### src/rtl/mult_seq_pkg.sv
// rtl/mult_seq_pkg.sv - shared types, defaults and width helper for the sequential multiplier
package mult_seq_pkg;

  localparam int CORE_W_DEF     = 4;
  localparam int NUM_DIGITS_DEF = 2;

  typedef enum logic [1:0] {
    IDLE = 2'd0,
    MUL  = 2'd1,
    DONE = 2'd2
  } state_t;

  // Width of a digit index; never below one bit so the counters stay real signals.
  function automatic int idx_w(input int n);
    return (n <= 2) ? 1 : $clog2(n);
  endfunction

endpackage

### src/rtl/mult_core.sv
// rtl/mult_core.sv - CORE_W x CORE_W unsigned combinational multiplier core
module mult_core #(
  parameter int CORE_W = 4
) (
  input  logic [CORE_W-1:0]   a,
  input  logic [CORE_W-1:0]   b,
  output logic [2*CORE_W-1:0] p
);

  // Full-width product; both operands widened so no bits are lost.
  always_comb begin
    p = {{CORE_W{1'b0}}, a} * {{CORE_W{1'b0}}, b};
  end

endmodule

### src/rtl/mult_seq_ctrl.sv
// rtl/mult_seq_ctrl.sv - digit-serial W x W multiplier sequencing one shared core
module mult_seq_ctrl
  import mult_seq_pkg::*;
#(
  parameter int CORE_W     = CORE_W_DEF,
  parameter int NUM_DIGITS = NUM_DIGITS_DEF
) (
  input  logic                           clk,
  input  logic                           rst,
  input  logic                           in_valid,
  output logic                           in_ready,
  input  logic [CORE_W*NUM_DIGITS-1:0]   in_a,
  input  logic [CORE_W*NUM_DIGITS-1:0]   in_b,
  output logic                           out_valid,
  input  logic                           out_ready,
  output logic [2*CORE_W*NUM_DIGITS-1:0] out_p,
  output logic                           busy
);

  localparam int W   = CORE_W * NUM_DIGITS;
  localparam int PW  = 2 * W;
  localparam int IW  = idx_w(NUM_DIGITS);
  localparam int SHW = $clog2(PW);
  localparam logic [IW-1:0] LAST = IW'(NUM_DIGITS - 1);

  state_t state, state_next;

  logic [W-1:0]        a_reg, b_reg;
  logic [PW-1:0]       acc;
  logic [IW-1:0]       i, j;
  logic [CORE_W-1:0]   core_a, core_b;
  logic [2*CORE_W-1:0] core_p;
  logic [SHW-1:0]      shamt;
  logic [PW-1:0]       term;
  logic                accept;
  logic                last_pair;

  // Digit muxes feed the single shared core; the partial product lands at weight i+j.
  assign core_a    = a_reg[i*CORE_W +: CORE_W];
  assign core_b    = b_reg[j*CORE_W +: CORE_W];
  assign shamt     = SHW'(CORE_W) * (SHW'(i) + SHW'(j));
  assign term      = {{(PW-2*CORE_W){1'b0}}, core_p} << shamt;
  assign last_pair = (i == LAST) && (j == LAST);

  mult_core #(.CORE_W(CORE_W)) u_core (
    .a (core_a),
    .b (core_b),
    .p (core_p)
  );

  // State register.
  always_ff @(posedge clk) begin
    if (rst) state <= IDLE;
    else     state <= state_next;
  end

  // Next-state and handshake decode; in_ready is held low while reset is asserted.
  always_comb begin
    state_next = state;
    in_ready   = 1'b0;
    busy       = 1'b0;
    accept     = 1'b0;
    case (state)
      IDLE: begin
        in_ready = ~rst;
        accept   = in_valid & ~rst;
        if (accept) state_next = MUL;
      end
      MUL: begin
        busy = 1'b1;
        if (last_pair) state_next = DONE;
      end
      DONE: begin
        busy = 1'b1;
        if (out_ready) state_next = IDLE;
      end
      default: state_next = IDLE;
    endcase
  end

  // Operand capture, digit counters, shift-accumulator and result register.
  always_ff @(posedge clk) begin
    if (rst) begin
      a_reg     <= '0;
      b_reg     <= '0;
      acc       <= '0;
      i         <= '0;
      j         <= '0;
      out_p     <= '0;
      out_valid <= 1'b0;
    end else begin
      case (state)
        IDLE: begin
          if (accept) begin
            a_reg <= in_a;
            b_reg <= in_b;
            acc   <= '0;
            i     <= '0;
            j     <= '0;
          end
        end
        MUL: begin
          acc <= acc + term;
          if (last_pair) begin
            i         <= '0;
            j         <= '0;
            out_p     <= acc + term;
            out_valid <= 1'b1;
          end else if (j == LAST) begin
            j <= '0;
            i <= i + 1'b1;
          end else begin
            j <= j + 1'b1;
          end
        end
        DONE: begin
          // out_p deliberately keeps the last product after the handshake.
          if (out_ready) out_valid <= 1'b0;
        end
        default: ;
      endcase
    end
  end

endmodule
### config.mk
export PLATFORM = sky130hd
export DESIGN_NAME = mult_seq_ctrl
export DESIGN_NICKNAME = d
export VERILOG_FILES = /design/src/rtl/mult_seq_pkg.sv /design/src/rtl/mult_core.sv /design/src/rtl/mult_seq_ctrl.sv
export SDC_FILE = /design/constraint.sdc
export NUM_CORES = 1
export LEC_CHECK = 0
export CAP_MARGIN = 20
export CELL_PAD_IN_SITES_DETAIL_PLACEMENT = 0
export CELL_PAD_IN_SITES_GLOBAL_PLACEMENT = 1
export CORE_UTILIZATION = 42
export DETAILED_ROUTE_END_ITERATION = 10
export PLACE_DENSITY = 0.8
export SYNTH_ARGS = -nofsm -noshare
export SYNTH_HDL_FRONTEND = slang
export SYNTH_SLANG_ARGS = --single-unit
### constraint.sdc
create_clock -name clk -period 6.68 [get_ports clk]
set_input_delay 1.336 -clock clk [delete_from_list [all_inputs] [get_ports clk]]
set_output_delay 1.336 -clock clk [all_outputs]
set_load 0.005 [all_outputs]
* Word level (Yosys, flattened, before mapping)
Index checks and enable logic that the tools add are counted.
** Storage, ports and cells
- Register bits :: 53
- Latch bits :: 0
- RAM bits :: 0
- ROM bits :: 0
- Input bits :: 20
- Word-level logic and storage cells :: 55
- Memories kept :: 0
** Cells by class
- Add/subtract/negate cells :: 4
- $mul :: 1
- Div/mod/pow operators :: 0
- Magnitude comparators :: 0
- Eq/ne operators :: 7
- Shift-type cells :: 3
- Mux-type cells :: 19
- Bitwise logic cells :: 2
- Reductions and logical operators :: 11
** Operators by type and width (count)
- $pmux W16 S2 :: 1
- $add A16 B16 Y16 :: 1
- $mux W16 :: 1
- $shiftx A8 B4 Y4 :: 2
- $shl A8 B4 Y16 :: 1
- $mux W1 :: 10
- $reduce_and A3 Y1 :: 3
- $mul A4 B4 Y8 :: 1
- $ne A2 B2 Y1 const B :: 4
- $mux W2 :: 3
- $pmux W1 S2 :: 3
- $pmux W2 S3 :: 1
- $reduce_and A2 Y1 :: 3
- $reduce_bool A2 Y1 :: 2
- $ne A3 B3 Y1 const B :: 1
- $add A1 B1 Y1 const B :: 2
- $add A1 B1 Y2 :: 1
- $eq A2 B1 Y1 const B :: 1
- $eq A2 B2 Y1 const B :: 1
- $logic_not A2 Y1 :: 1
- $reduce_or A2 Y1 :: 1
- $and A1 B1 Y1 :: 1
- $logic_and A1 B1 Y1 :: 1
- $not A1 Y1 :: 1

* Longest topological paths before layout
- Depth in word-level cells :: 5
- Mapped depth :: 23
- Gate-level depth less buffers :: 21

* Cells and area by module
Synthesis repeated with hierarchy kept, for this count alone.
** Unflattened totals
- Cells, all modules :: 401
- Area total of the unflattened synthesis :: 3420.8 µm²
** By module, submodules not included
- mult_seq_ctrl :: times used 1, cells an instance 350, area each 2972.9 µm², sequential area each 1061.0 µm²
- mult_core :: times used 1, cells an instance 51, area each 447.9 µm², sequential area each 0.0 µm²

* Worst setup path before layout
No wires, ideal clock.
- Path kind :: reg2reg
- Start :: register i
- End :: register out_p[13]
- Library setup time :: 0.116 ns
- Arrival :: 4.795 ns
- Setup slack :: 1.770 ns
- Stages on the path, launching flop included :: 24
- Buffers on the path :: 2
- Cell sequence :: dfxtp_1 > clkbuf_1 > mux2i_1 > or2_2 > fa_1 > inv_1 > fa_1 > inv_1 > fa_1 > inv_1 > a21o_1 > a21oi_1 > xnor2_1 > mux2i_1 > nor2_1 > ha_1 > buf_6 > a21o_1 > a22oi_2 > a21oi_1 > nand2b_4 > nor2b_4 > mux2_2 > a31o_1
** Between the ends
- Cells in the longest elaborated chain, start to end :: 4
- Elaborated cells between the ends (all ways) :: 7
- Those cells by class :: add/sub (2); mul (1); shift (2); reduce/logical (2)
** Ends and longest elaborated chain
- from (decl) :: RTL line mult_seq_ctrl.sv:30 : logic [IW-1:0] i, j;
- from (signal assigned) :: RTL line mult_seq_ctrl.sv:111 : i <= i + 1'b1;
- $shiftx A8 B4 Y4 :: RTL line mult_seq_ctrl.sv:39 : assign core_a = a_reg[i*CORE_W +: CORE_W];
- $mul A4 B4 Y8 :: RTL line mult_core.sv:12 : p = {{CORE_W{1'b0}}, a} * {{CORE_W{1'b0}}, b};
- $shl A8 B4 Y16 :: RTL line mult_seq_ctrl.sv:42 : assign term = {{(PW-2*CORE_W){1'b0}}, core_p} << shamt;
- $add A16 B16 Y16 :: RTL line mult_seq_ctrl.sv:107 : out_p <= acc + term;
- to (signal assigned) :: RTL line mult_seq_ctrl.sv:107
- to (decl) :: RTL line mult_seq_ctrl.sv:16 : output logic [2*CORE_W*NUM_DIGITS-1:0] out_p,
Parallel ways exist; a longest one is shown, timed or not.
A chain may end at the register's enable or synchronous reset.

* Worst setup path after layout
Ends and elaborated chain as after synthesis.

==> impl_results.md <==
- Top FF cell, synth: dfxtp_1
- Final Hold Viols: 0
- Endpoints failing setup: 0
- Clock latency on the worst-skew pair: approximately 0.31 ns
- Synth cell types: 55
- Outcome: complete, no violations
- Slew @ Worst Pin: 1.01 ns
- GPL Wtd Cong: 0.846
- Logic pwr share: 18.8%
- Post-synth ARST share: 0%
- Syn Area/Cell: 7.79 µm²
- Buf/Inv on CP: 1
- Ratio of cells with drive above 1 in the final layout: 4.22%
- Met3 usage in global routing: under 10%
- Layout Utilization: 50.8%
- PortBufs: 38
- Largest delay contributor family on the critical path: adder cells
- Leakage power: 0.00158 µW
- Final non-filler cell total: ~580
- Max-Cap Viols: 0
- Post-DRT Antenna Nets: 0
- Reg power frac: a little over half
- Post-synth top cells: 72 x nand2_1, 53 x dfxtp_1, 49 x nor2_1
- Hold_ws: roughly 0.46 ns
- Required time of the worst setup path: 6.90 ns
- DP Cell Count: 568
- Total wire length: 8530 µm
- Remaining DRCs: 0
- Buffer levels on the longest clock path: 2
- Initial Util: 44.4%
- Crit-path cells: mux2i_1 -> or2_2 -> fa_1 -> inv_1 -> fa_1 -> ha_1 -> a21o_1 -> nand4_1 -> nand2_1 -> xnor2_1 -> mux2_2 -> nor2_1 -> ha_1 -> and3_2 -> a22oi_2 -> a21oi_1 -> nand2b_4 -> nor2b_4 -> mux2_2 -> a31o_1
- Area fraction of the dominant cell type after synthesis: 30.3%
- Min Clock Period, post-route: 5.20 ns
- Cell with the most instances after synthesis: nand2_1
- Core region area: approximately 7900 µm²
- Slew HR: 32.5%
- DR pass1 iterations: 4
- # hold bufs at CTS: 0
- IO Count: 39
- Setup_tns: 0 ns
- Area leader, netlist: dfxtp_1
- Fin. max-slew vios: 0
- Fmax: 192 MHz
- Top Registers: acc: 16 flops, out_p: 16 flops
- Initial DRC Count: 116
- Via count: 3109
- WP data arrival: 5.42 ns
- Worst Path Max Fanout: 7
- Yosys reg bits: 53
- Crit path kind: flop to flop
- Crit end category: flop
- Sequential area share after synthesis: 30.3%
- Die width: 93.3 µm
- Row count: 32
- Die area: ~8700 µm²
- Clock Skew: around 0.0099 ns
- Net Count, Synth: 507
- CTS root buf: clkbuf_8
- Overflow after GRT: 0
- RSZ-0062 raised after global routing: no
- GRT Total Usage: between 20 and 25%
- Synth Instances: 450
- Met1 Use GR: 30.6%
- Mapped cell area: 3500 µm²
- Initial antenna violation count: 0
- Slowest stage delay, CP: around 0.54 ns
- Number of flops mapped to enable cells by yosys: 0
- Clock-pin slew on the worst setup and hold paths: approximately 0.10 ns
- Worst hold path type: flop to flop
- Pin count of the biggest net entering global routing: 35
- CTS Buf Count: 5
- Cts repair resizes: 0
- Maximum vdd ir drop: 0.0000915 V
- Vias per std cell: ~5.4
- CP Launch Type: flop
- Setup bufs post-CTS: 0
- Routed wire length per instance: ~15 µm
- Top post-synthesis cells by area: dfxtp_1 30%, ha_1 11%, nand2_1 7.7%
- GR Layer Usage met2: 31.0%
- Final period util: 77.8%
- H-tree levels: 2
- Slowest CP cell: dfxtp_1
- Pint: between 400 and 500 µW
- Nets: 530
- Ys Warns: 0
- First-pass GRT wire length: about 14000 µm
- Area Overhead vs Synth: 14.4%
- PD cells: 162 nW/µm²
- CTS tree: yes
- TritonCTS Sinks: 53
- Clock Power Share: 29.1%
- GR peak layer: met2
- Switching Power: roughly 200 µW
- Die H: 93.3 µm
- Post-DP HPWL: around 6300 µm
- Sw Share: 30.4%
- Via count of the first global-routing pass: 2902
- Ant diodes: 0
==> worst reg2reg max path: stages (launching register included) <==
cell and delay [ns]:
dfxtp_1 0.54, mux2i_1 0.21, or2_2 0.35, fa_1 0.54, inv_1 0.06, fa_1 0.50, ha_1 0.31, a21o_1 0.19
nand4_1 0.14, nand2_1 0.11, xnor2_1 0.25, mux2_2 0.22, nor2_1 0.04, ha_1 0.40, and3_2 0.25, a22oi_2 0.18
a21oi_1 0.10, nand2b_4 0.15, nor2b_4 0.12, mux2_2 0.26, a31o_1 0.21
==> worst paths after layout <==
check,startpoint,end,slack (ns),cells past startpoint
setup / recovery,i,out_p[13],1.48,20
hold / removal,out_p[11],out_p[11],0.46,2
setup reg to reg,i,out_p[13],1.48,20
hold reg to reg,out_p[11],out_p[11],0.46,2
==> power by group through the flow <==
stage                     clock network, µW  registers (µW)  logic (µW)
after floorplan                           0             341        83.2
after global placement                    0             345         120
after detailed placement                  0             345         121
after CTS                               195             337         122
after global routing                    203             339         136
final                                   189             337         122
==> layout by cell type (no fill, tap or decap), types with 7 or more instances in the layout <==
master / count
xnor2_1: 11
o21ai_0: 20
o21ai_1: 18
nor2b_1: 7
clkdlybuf4s50_1: 38
a21o_1: 7
nand2_1: 72
nand3_1: 11
ha_1: 32
dfxtp_1: 53
mux2i_1: 10
nor2_1: 49
a21oi_1: 36
inv_1: 17
==> final cells by class <==
class | instances | area (µm²)
clock buffers | 6 | 72.6
clock inverters | 2 | 15.0
fillers | 788 | 3880
inverters | 17 | 63.8
multi-input cells | 357 | 2280
flip-flops and latches | 53 | 1060
well taps | 102 | 128
repair buffers | 39 | 388
==> per-stage QoR <==
step / total power (µW) / setup WS, ns / instance area, µm²
floorplan: 424 / 1.77 / 3500
global placement: 464 / 1.65 / 3920
detailed placement: 466 / 1.55 / 3920
CTS: 654 / 1.53 / 4010
global route: 679 / 1.15 / 4010
finish: 648 / 1.48 / 4010
==> cell families after synthesis <==
group	Yosys count	synth area share, %
AO/OA/AOI/OAI	114	19.7
XOR/XNOR	17	4.25
adder cells (fa/ha/maj)	37	14.3
buffers and inverters	40	4.61
flip-flops	53	30.3
multiplexers	12	3.50
AND/OR/NAND/NOR	177	23.4
==> per-layer routing <==
metal  vias up  share of wire (%)  routed length (µm)
met2        62                 43                3640
met1      1451                 53                4530
met3         5                3.4                 294
met5         -                  0                   0
met4         0               0.72                  61
li1       1591                  -                   -
Note: power is estimated with default switching activity, not from simulation.
